### config.mk
export PLATFORM = sky130hd
export DESIGN_NAME = data_bus
export DESIGN_NICKNAME = d
export VERILOG_FILES = /design/src/rtl/data_bus.sv
export SDC_FILE = /design/constraint.sdc
export NUM_CORES = 1
export LEC_CHECK = 0
export ABC_AREA = 0
export BUFFER_PORTS_ARGS = -buffer_cell sky130_fd_sc_hd__buf_2
export CORE_ASPECT_RATIO = 0.75
export CORE_MARGIN = 5
export CORE_UTILIZATION = 40
export DETAILED_ROUTE_END_ITERATION = 8
export PLACE_DENSITY_LB_ADDON = 0.08
export SLEW_MARGIN = 30
export SYNTH_ARGS = -nofsm -noshare
export SYNTH_HDL_FRONTEND = slang
export SYNTH_SLANG_ARGS = --single-unit
### constraint.sdc
create_clock -name clk -period 2.95 [get_ports clk]
set_input_delay 0.59 -clock clk [delete_from_list [all_inputs] [get_ports clk]]
set_output_delay 0.59 -clock clk [all_outputs]
set_load 0.02 [all_outputs]
### src/rtl/data_bus.sv
// data_bus: data-side bridge from the core's load/store port to RAM and a
// small MMIO block (machine timer + UART transmitter with TX FIFO).
// Read data always returns one cycle after the address is presented.
module data_bus #(
    parameter logic [31:0] RAM_BASE     = 32'h0000_0000,
    parameter int unsigned RAM_WORDS    = 4096,
    parameter logic [31:0] MMIO_BASE    = 32'h1000_0000,
    parameter int unsigned CLKS_PER_BIT = 868,
    parameter int unsigned FIFO_DEPTH   = 8,
    localparam int unsigned AW          = $clog2(RAM_WORDS)
) (
    input  logic          clk,
    input  logic          rst,
    input  logic [31:0]   d_addr,
    input  logic [3:0]    d_we,
    input  logic [31:0]   d_wr_data,
    output logic [31:0]   d_rd_data,
    output logic [AW-1:0] ram_addr,
    output logic [3:0]    ram_we,
    output logic [31:0]   ram_wr_data,
    input  logic [31:0]   ram_rd_data,
    output logic          uart_tx,
    output logic          timer_irq
);

    localparam int unsigned PW = $clog2(FIFO_DEPTH);
    localparam int unsigned CW = $clog2(CLKS_PER_BIT);
    localparam logic [CW-1:0] BAUD_LAST   = CW'(CLKS_PER_BIT - 1);
    localparam logic [29:0]   RAM_WORDS_W = 30'(RAM_WORDS);
    localparam logic [PW:0]   FIFO_FULL   = (PW + 1)'(FIFO_DEPTH);

    localparam logic [3:0] OFF_TXDATA = 4'h0;
    localparam logic [3:0] OFF_STATUS = 4'h1;
    localparam logic [3:0] OFF_MTLO   = 4'h2;
    localparam logic [3:0] OFF_MTHI   = 4'h3;
    localparam logic [3:0] OFF_CMPLO  = 4'h4;
    localparam logic [3:0] OFF_CMPHI  = 4'h5;

    typedef enum logic [1:0] {SEL_NONE, SEL_RAM, SEL_MMIO} sel_e;
    typedef enum logic [1:0] {S_IDLE, S_START, S_DATA, S_STOP} tx_state_e;

    function automatic logic [31:0] byte_merge(input logic [31:0] base,
                                               input logic [31:0] wdata,
                                               input logic [3:0]  be);
        logic [31:0] r;
        r = base;
        for (int b = 0; b < 4; b++)
            if (be[b]) r[8*b +: 8] = wdata[8*b +: 8];
        return r;
    endfunction

    // ---------------- address decode (word granular) ----------------
    logic [29:0] ram_woff, mmio_woff;
    logic        ram_hit, mmio_hit, mmio_wr;
    logic [3:0]  mmio_word;
    logic        unused_addr_lsbs;

    assign ram_woff  = d_addr[31:2] - RAM_BASE[31:2];
    assign mmio_woff = d_addr[31:2] - MMIO_BASE[31:2];
    assign ram_hit   = (d_addr[31:2] >= RAM_BASE[31:2]) && (ram_woff < RAM_WORDS_W);
    // RAM wins if the two windows were ever configured to overlap
    assign mmio_hit  = !ram_hit && (d_addr[31:2] >= MMIO_BASE[31:2]) && (mmio_woff[29:4] == '0);
    assign mmio_word = mmio_woff[3:0];
    assign mmio_wr   = mmio_hit && (d_we != 4'b0);
    assign unused_addr_lsbs = ^d_addr[1:0];

    assign ram_addr    = ram_woff[AW-1:0];
    assign ram_we      = ram_hit ? d_we : 4'b0;
    assign ram_wr_data = d_wr_data;

    // ---------------- machine timer ----------------
    logic [63:0] mtime_q, mtime_d, mtime_inc, mtimecmp_q, mtimecmp_d;
    logic        timer_irq_q;

    assign mtime_inc = mtime_q + 64'd1;

    // Next timer state: free-running increment, overridden byte-wise by writes
    always_comb begin
        mtime_d    = mtime_inc;
        mtimecmp_d = mtimecmp_q;
        if (mmio_wr) begin
            case (mmio_word)
                OFF_MTLO:  mtime_d[31:0]     = byte_merge(mtime_inc[31:0],  d_wr_data, d_we);
                OFF_MTHI:  mtime_d[63:32]    = byte_merge(mtime_inc[63:32], d_wr_data, d_we);
                OFF_CMPLO: mtimecmp_d[31:0]  = byte_merge(mtimecmp_q[31:0],  d_wr_data, d_we);
                OFF_CMPHI: mtimecmp_d[63:32] = byte_merge(mtimecmp_q[63:32], d_wr_data, d_we);
                default: ;
            endcase
        end
    end

    // Timer registers; the interrupt compares the pre-edge values
    always_ff @(posedge clk or negedge rst) begin
        if (!rst) begin
            mtime_q     <= '0;
            mtimecmp_q  <= '1;
            timer_irq_q <= 1'b0;
        end else begin
            mtime_q     <= mtime_d;
            mtimecmp_q  <= mtimecmp_d;
            timer_irq_q <= (mtime_q >= mtimecmp_q);
        end
    end

    assign timer_irq = timer_irq_q;

    // ---------------- TX FIFO ----------------
    logic [7:0]  fifo_mem [FIFO_DEPTH];
    logic [PW:0] wptr_q, rptr_q, fifo_level;
    logic        fifo_full, fifo_empty, push, pop;
    logic [3:0]  level_sat;
    tx_state_e   tx_state_q;

    assign fifo_level = wptr_q - rptr_q;
    assign fifo_empty = (wptr_q == rptr_q);
    assign fifo_full  = (fifo_level == FIFO_FULL);
    assign level_sat  = (int'(fifo_level) > 15) ? 4'hF : 4'(fifo_level);
    // full/empty come from pre-edge pointers, so a pop cannot rescue a push into a full FIFO
    assign push = mmio_hit && (mmio_word == OFF_TXDATA) && d_we[0] && !fifo_full;
    assign pop  = (tx_state_q == S_IDLE) && !fifo_empty;

    // FIFO storage; no reset needed, the pointers define what is valid
    always_ff @(posedge clk) begin
        if (push) fifo_mem[wptr_q[PW-1:0]] <= d_wr_data[7:0];
    end

    // FIFO pointers (one extra wrap bit distinguishes full from empty)
    always_ff @(posedge clk or negedge rst) begin
        if (!rst) begin
            wptr_q <= '0;
            rptr_q <= '0;
        end else begin
            if (push) wptr_q <= wptr_q + 1'b1;
            if (pop)  rptr_q <= rptr_q + 1'b1;
        end
    end

    // ---------------- UART transmitter ----------------
    logic [CW-1:0] baud_cnt_q;
    logic [2:0]    bit_idx_q;
    logic [7:0]    shift_q;
    logic          uart_tx_q;
    logic          baud_end, tx_busy;

    assign baud_end = (baud_cnt_q == BAUD_LAST);
    assign tx_busy  = (tx_state_q != S_IDLE);

    // Frame FSM; the line level is registered from the state, so it trails by one cycle
    always_ff @(posedge clk or negedge rst) begin
        if (!rst) begin
            tx_state_q <= S_IDLE;
            baud_cnt_q <= '0;
            bit_idx_q  <= '0;
            shift_q    <= '0;
            uart_tx_q  <= 1'b1;
        end else begin
            case (tx_state_q)
                S_START: uart_tx_q <= 1'b0;
                S_DATA:  uart_tx_q <= shift_q[bit_idx_q];
                default: uart_tx_q <= 1'b1;
            endcase
            if (tx_state_q != S_IDLE)
                baud_cnt_q <= baud_end ? '0 : baud_cnt_q + 1'b1;
            case (tx_state_q)
                S_IDLE: begin
                    if (!fifo_empty) begin
                        shift_q    <= fifo_mem[rptr_q[PW-1:0]];
                        baud_cnt_q <= '0;
                        tx_state_q <= S_START;
                    end
                end
                S_START: begin
                    if (baud_end) begin
                        bit_idx_q  <= '0;
                        tx_state_q <= S_DATA;
                    end
                end
                S_DATA: begin
                    if (baud_end) begin
                        if (bit_idx_q == 3'd7) tx_state_q <= S_STOP;
                        else                   bit_idx_q  <= bit_idx_q + 1'b1;
                    end
                end
                default: begin
                    if (baud_end) tx_state_q <= S_IDLE;
                end
            endcase
        end
    end

    assign uart_tx = uart_tx_q;

    // ---------------- read path ----------------
    sel_e        sel_d, sel_q;
    logic [31:0] mmio_rdata_d, mmio_rdata_q;

    assign sel_d = ram_hit ? SEL_RAM : (mmio_hit ? SEL_MMIO : SEL_NONE);

    // MMIO read mux over pre-edge state; reserved and write-only words read 0
    always_comb begin
        mmio_rdata_d = '0;
        case (mmio_word)
            OFF_STATUS: mmio_rdata_d = {24'd0, level_sat, 1'b0, tx_busy, fifo_empty, fifo_full};
            OFF_MTLO:   mmio_rdata_d = mtime_q[31:0];
            OFF_MTHI:   mmio_rdata_d = mtime_q[63:32];
            OFF_CMPLO:  mmio_rdata_d = mtimecmp_q[31:0];
            OFF_CMPHI:  mmio_rdata_d = mtimecmp_q[63:32];
            default:    mmio_rdata_d = '0;
        endcase
    end

    // Capture region and MMIO value at the edge the address is sampled
    always_ff @(posedge clk or negedge rst) begin
        if (!rst) begin
            sel_q        <= SEL_NONE;
            mmio_rdata_q <= '0;
        end else begin
            sel_q        <= sel_d;
            mmio_rdata_q <= mmio_rdata_d;
        end
    end

    // Return mux: RAM data arrives from the synchronous RAM this cycle
    always_comb begin
        case (sel_q)
            SEL_RAM:  d_rd_data = ram_rd_data;
            SEL_MMIO: d_rd_data = mmio_rdata_q;
            default:  d_rd_data = '0;
        endcase
    end

endmodule
==> results of run 1 <==
[area by class of cell]
cell class              count  area, sq um  share of cell area [%]
diodes                      1         2.50                  0.0151
clock buffers              39          782                    4.72
clock inverters            13          131                   0.793
inverters                  78          293                    1.77
multi-input cells         887         6470                    39.0
flip-flops and latches    259         6880                    41.6
well taps                 457          572                    3.45
repair buffers            240         1430                    8.65
[cells in the mapped netlist (5+ instances only)]
library cell / instances
a211oi_1: 6
a21o_1: 16
a21oi_1: 59
a222oi_1: 32
a22o_1: 6
a22oi_1: 35
a31oi_1: 12
and2_1: 9
and3_1: 15
and4_1: 9
buf_2: 13
buf_4: 47
clkbuf_1: 34
dfrtp_1: 130
dfstp_2: 65
edfxtp_1: 64
ha_1: 78
inv_1: 77
mux2_2: 70
mux4_2: 18
nand2_1: 147
nand2b_1: 5
nand3_1: 44
nand3_2: 7
nand4_1: 37
nor2_1: 105
nor3_1: 11
nor4_1: 9
o21ai_0: 35
o21ai_2: 7
xnor2_1: 18
xor2_1: 53
[per-stage QoR]
step | hold slack [ps] | instances
2_1_floorplan | 294 | 1321
3_3_place_gp | 475 | 1921
3_5_place_dp | 481 | 1921
4_1_cts | 86.8 | 1973
5_1_grt | 105 | 1973
6_report | 63.5 | 1974
[sequential cells by signal, summed over array words and instances, names as in the netlist]
name and flops:
tx_state_q 2, mtime_q 64, bit_idx_q 3, uart_tx 1, sel_q 2, shift_q 8, wptr_q 4, rptr_q 4
mtimecmp_q 64, timer_irq 1, mmio_rdata_q 32, fifo_mem 64, baud_cnt_q 10
[routing by layer]
metal	track usage (%)	vias up	share of wire [%]
met3	3.90	34	6.3
met5	0	-	0
met1	32.9	5194	52
met2	28.1	272	41
met4	2.59	0	1.2
li1	-	5081	-
[layout by cell type, fill, tap and decap left out, drive strengths merged, types with 32 or more instances in the layout]
cell type  netlist  final
a21oi           59     59
a222oi          32     32
a22oi           35     35
buf             63    239
clkbuf          34     40
dfrtp          130    130
dfstp           65     65
edfxtp          64     64
ha              78     78
inv             77     77
mux2            70     70
nand2          147    147
nand3           51     51
nand4           39     39
nor2           105    105
o21ai           45     45
xor2            53     53
[logic make-up (layout without fill, tap and decap cells)]
group                    after synthesis  in the layout  share of synthesized area, %
AO/OA/AOI/OAI                        224            224                          10.7
XOR/XNOR                              71             71                          4.39
adder cells (fa/ha/maj)               79             79                          7.02
buffers and inverters                175            370                          6.10
flip-flops                           259            259                          48.5
multiplexers                          90             90                          8.56
other                                  0              1                             0
AND/OR/NAND/NOR                      423            423                          14.7
[worst max-delay path by stage]
stage          depth (start not counted)             end  slack (ps)        from
2_1_floorplan                         10  fifo_mem[2][0]         -20   rptr_q[1]
6_report                               5   d_rd_data[15]         220    sel_q[0]
3_5_place_dp                           9     mtime_q[46]         190  d_addr[11]
5_1_grt                                5   d_rd_data[23]          70    sel_q[0]
4_1_cts                                5   d_rd_data[15]         170    sel_q[0]
3_3_place_gp                           9     mtime_q[40]         260  d_addr[25]
[power by group]
part           switching (mW)  internal (mW)  leakage [nW]
Clock                    1.50           2.03         0.442
Sequential            0.00952           3.70          2.71
Combinational           0.233          0.106          3.50
Total                    1.74           5.83          6.64
[worst max-delay path, delay by kind of cell, from the launching register on]
family,cells,cell delay [ps]
fa+ha+maj,1,570
buf+inv,3,560
flops,1,350
simple gates,1,80
==> results.json, run 1 <==
{
  "status": "complete, no violations",
  "stdcell_area_sq_um": 16600,
  "gp_congestion": 0.831,
  "postSynthCellCount": 1321,
  "critPathMaxFanout": 23,
  "grt_antenna_before_repair": 0,
  "power_mw": 7.57,
  "portBuffers": 181,
  "nets": 1675,
  "synth_edf_count": 64,
  "pre_cts_ws_ps": 194,
  "vias": 10581,
  "n_fill_cell": 3299,
  "coreArea_sq_um": 34800,
  "worstSkewPairLatency_ps": 570,
  "avgSynthCellArea_sq_um": 10.7,
  "syn_area_sq_um": 14200,
  "postCtsSetupBuffers": 0,
  "synth-seq-cells": 259,
  "setup_slack_ps": 223,
  "crit_path_end_kind": "output port",
  "h-tree-depth": 1,
  "dr.pass1.iters": 7,
  "power_leakage_nw": 6.64,
  "r2r_slack_ps": 380,
  "fin_worst_skew_ps": 20.2,
  "postCtsHoldBufs": 0,
  "cts_root_buffer": "clkbuf_16",
  "rsz0062_at_grt": "no",
  "setup_tns_ps": 0,
  "yosysSeqAreaShare_pct": 48.5,
  "crit_path_start_kind": "flip-flop",
  "fin_util_pct": 47.5,
  "synth_area_leaders": "dfrtp_1 23%, edfxtp_1 14%, dfstp_2 12%, ha_1 6.9%, mux2_2 5.6%",
  "yosys_warnings": 0,
  "rows": 59,
  "dieWidth_um": 227,
  "slew_headroom_pct": 49.7,
  "finalSetupViolations": 0,
  "synth_cell_types": 57,
  "cp.required_ps": 2360,
  "cts_buffer_depth": 3,
  "fmax_mhz": 367,
  "grt.overflow.total": 0,
  "cts_resized": 0,
  "cp.arrival_ps": 2140,
  "clock_sinks": 259,
  "p_per_area_nw_per_um2": 457,
  "chipHeight_um": 173,
  "async_flop_share_pct": 75.3,
  "drive_above_1_share_pct": 30.5,
  "rr_startpoint": "mtimecmp_q[0]",
  "drc": 0,
  "cts_buffers": 28,
  "synth_ff_type": "dfrtp_1",
  "slowest_stage": "ha_1",
  "crit_chain": "inv_1 -> ha_1 -> buf_4 -> nor2_1 -> buf_2",
  "hold_violations": 0,
  "area_growth_pct": 16.8,
  "avgRoutedWirePerCell_um": 20.4,
  "vdd_drop_max_v": 0.000390,
  "hpwl_um": 30000,
  "hold_path_class": "primary input to asynchronous set/reset pin",
  "grt_pass1_vias": 10429,
  "cts_tree": "built",
  "yosysTopAreaCellShare_pct": 22.9,
  "slowest_delay_ps": 570,
  "drv_cap": 0,
  "viasPerCell": 5.36,
  "routed_wl_um": 40300,
  "die_area_sq_um": 39400,
  "syn_nets": 1502,
  "worst_slew_pin_slew_ps": 753,
  "grt_max_degree": 80,
  "worstSetupPathType": "flip-flop to output port",
  "post-synth-top-area-cell": "dfrtp_1",
  "initial_utilization_pct": 40.7,
  "r2r-end": "timer_irq",
  "min_period_ps": 2730,
  "grt_pass1_wl_um": 62400,
  "ioPinCount": 184,
  "drt-initial-drc-count": 875,
  "path_clk_slew_ps": 60,
  "r2r_cells": 9,
  "detail-route-antenna-nets": 0,
  "track_usage_pct": 20.1,
  "min_period_over_period_pct": 92.4,
  "placed_area_sq_um": 15600,
  "slew_viol_final": 0
}
Power figures use the tool's default switching activity.
==> inputs of run 2 (changes only) <==
Settings changed: CORE_UTILIZATION 40 to 38, CTS_BUF_LIST set to sky130_fd_sc_hd__clkbuf_8.
==> results.json, run 2 (synthesis gave the netlist of run 1 again) <==
{
  "status": "complete, no violations",
  "worstSkewPairLatency_ps": 580,
  "power.combinational.fraction_pct": 4.6,
  "dp_cells": 1972,
  "initial_utilization_pct": 38.4,
  "r2r_slack_ps": 310,
  "pre_cts_ws_ps": 262,
  "slowest_delay_ps": 380,
  "hold_path_class": "primary input to flip-flop",
  "path_clk_slew_ps": 60,
  "stdcell_count": 2058,
  "ioPinCount": 184,
  "chipHeight_um": 177,
  "dieWidth_um": 233,
  "crit_chain": "inv_1 -> ha_1 -> buf_4 -> a22oi_1 -> nor2_1 -> buf_2",
  "hpwl_um": 31000,
  "grt_pass1_vias": 10825,
  "crit_path_end_kind": "output port",
  "p_sw_mw": 1.80,
  "diodes": 0,
  "hold_violations": 0,
  "vdd_drop_max_v": 0.000235,
  "die_area_sq_um": 41300,
  "power_mw": 7.35,
  "drive_above_1_share_pct": 31.6,
  "cp_num_buf_inv": 3,
  "cts_buffers": 46,
  "intPower_mw": 5.55,
  "cts_resized": 0,
  "placed_area_sq_um": 15700,
  "fin_worst_skew_ps": 43.7,
  "gp_congestion": 0.780,
  "whs_ps": 286,
  "slew_headroom_pct": 53.3,
  "fmax_mhz": 362,
  "h-tree-depth": 2,
  "cp_top_family": "buffers and inverters",
  "min_period_over_period_pct": 93.5,
  "grt.overflow.total": 0,
  "clkPwrFrac_pct": 44.9,
  "vias": 10878,
  "drc": 0,
  "p_per_area_nw_per_um2": 442,
  "final_cell_mix": "180 x buf_2, 147 x nand2_1, 130 x dfrtp_1",
  "finalSetupViolations": 0,
  "power_leakage_nw": 6.75,
  "critPathMaxFanout": 29,
  "grt_pass1_wl_um": 65200,
  "track_usage_pct": 20.4,
  "final_common_cell": "buf_2",
  "nets": 1698,
  "drv_cap": 0,
  "cts_root_buffer": "clkbuf_8",
  "rows": 61,
  "cts_buffer_depth": 3,
  "setup_slack_ps": 190,
  "min_period_ps": 2760,
  "routed_wl_um": 42100,
  "viasPerCell": 5.29,
  "cp.required_ps": 2360,
  "avgRoutedWirePerCell_um": 20.4,
  "detail-route-antenna-nets": 0,
  "stdcell_area_sq_um": 16600,
  "cp.arrival_ps": 2170,
  "p_seq_share_pct": 50.4,
  "coreArea_sq_um": 36900,
  "portBuffers": 181,
  "slew_viol_final": 0,
  "drt-initial-drc-count": 938,
  "worst_slew_pin_slew_ps": 701,
  "swShare_pct": 24.5,
  "grt_antenna_before_repair": 0,
  "rsz0062_at_grt": "no",
  "clock_sinks": 259,
  "worstSetupPathType": "flip-flop to output port",
  "area_growth_pct": 17.3,
  "n_fill_cell": 3598,
  "grt_max_degree": 71,
  "cts_tree": "built",
  "crit_path_start_kind": "flip-flop",
  "dr.pass1.iters": 8,
  "slowest_stage": "dfrtp_1"
}
==> run 2: final cells by class <==
cell class	count	area (sq um)	share of cell area (%)
repair buffers	245	1450	8.70
multi-input cells	887	6480	38.9
well taps	504	631	3.79
flip-flops and latches	259	6880	41.4
inverters	78	293	1.76
clock buffers	57	785	4.71
clock inverters	28	123	0.737
==> run 2: path summary, 6_finish.rpt <==
path	startpoint	endpoint	depth (start not counted)
worst max-delay path	sel_q[0]	d_rd_data[13]	6
worst min register to register	baud_cnt_q[9]	baud_cnt_q[9]	1
min in group asynchronous	rst	mtime_q[15]	2
max in group asynchronous	rst	rptr_q[1]	3
worst min-delay path	d_wr_data[20]	mtime_q[52]	3
worst max register to register	wptr_q[0]	fifo_mem[6][7]	10
==> run 2: power groups by stage <==
stage | Sequential (mW) | Clock (mW) | Combinational, mW
2_1_floorplan | 3.77 | 0 | 0.127
6_report | 3.71 | 3.30 | 0.341
3_5_place_dp | 3.77 | 0 | 0.348
4_1_cts | 3.71 | 3.42 | 0.350
5_1_grt | 3.71 | 3.57 | 0.375
3_3_place_gp | 3.77 | 0 | 0.348
==> run 2: what timing repair did <==
action,in CTS,in global routing
buffers inserted,0,0
hold buffers,1,0
hold endpoints to repair,6,0
==> run 2: worst min-delay path, stage by stage <==
cell     delay [ps]
buf_2           130
nand2_1          70
o21ai_2          50
==> run 2: per-layer routing <==
metal / vias to the layer above / track usage, % / share of wire, %
met4: 0 / 3.69 / 1.3
met1: 5381 / 32.2 / 51
met2: 299 / 29.5 / 42
li1: 5150 / - / -
met3: 48 / 3.53 / 5.7
met5: - / 0 / 0
==> run 2: stage by stage <==
| stage | utilization (%) | TNS [ps] |
|---|---|---|
| floorplan | - | -974 |
| global placement | 42.6 | 0 |
| detailed placement | 42.6 | 0 |
| CTS | 45.0 | 0 |
| global route | 45.0 | 0 |
| finish | 45.0 | 0 |
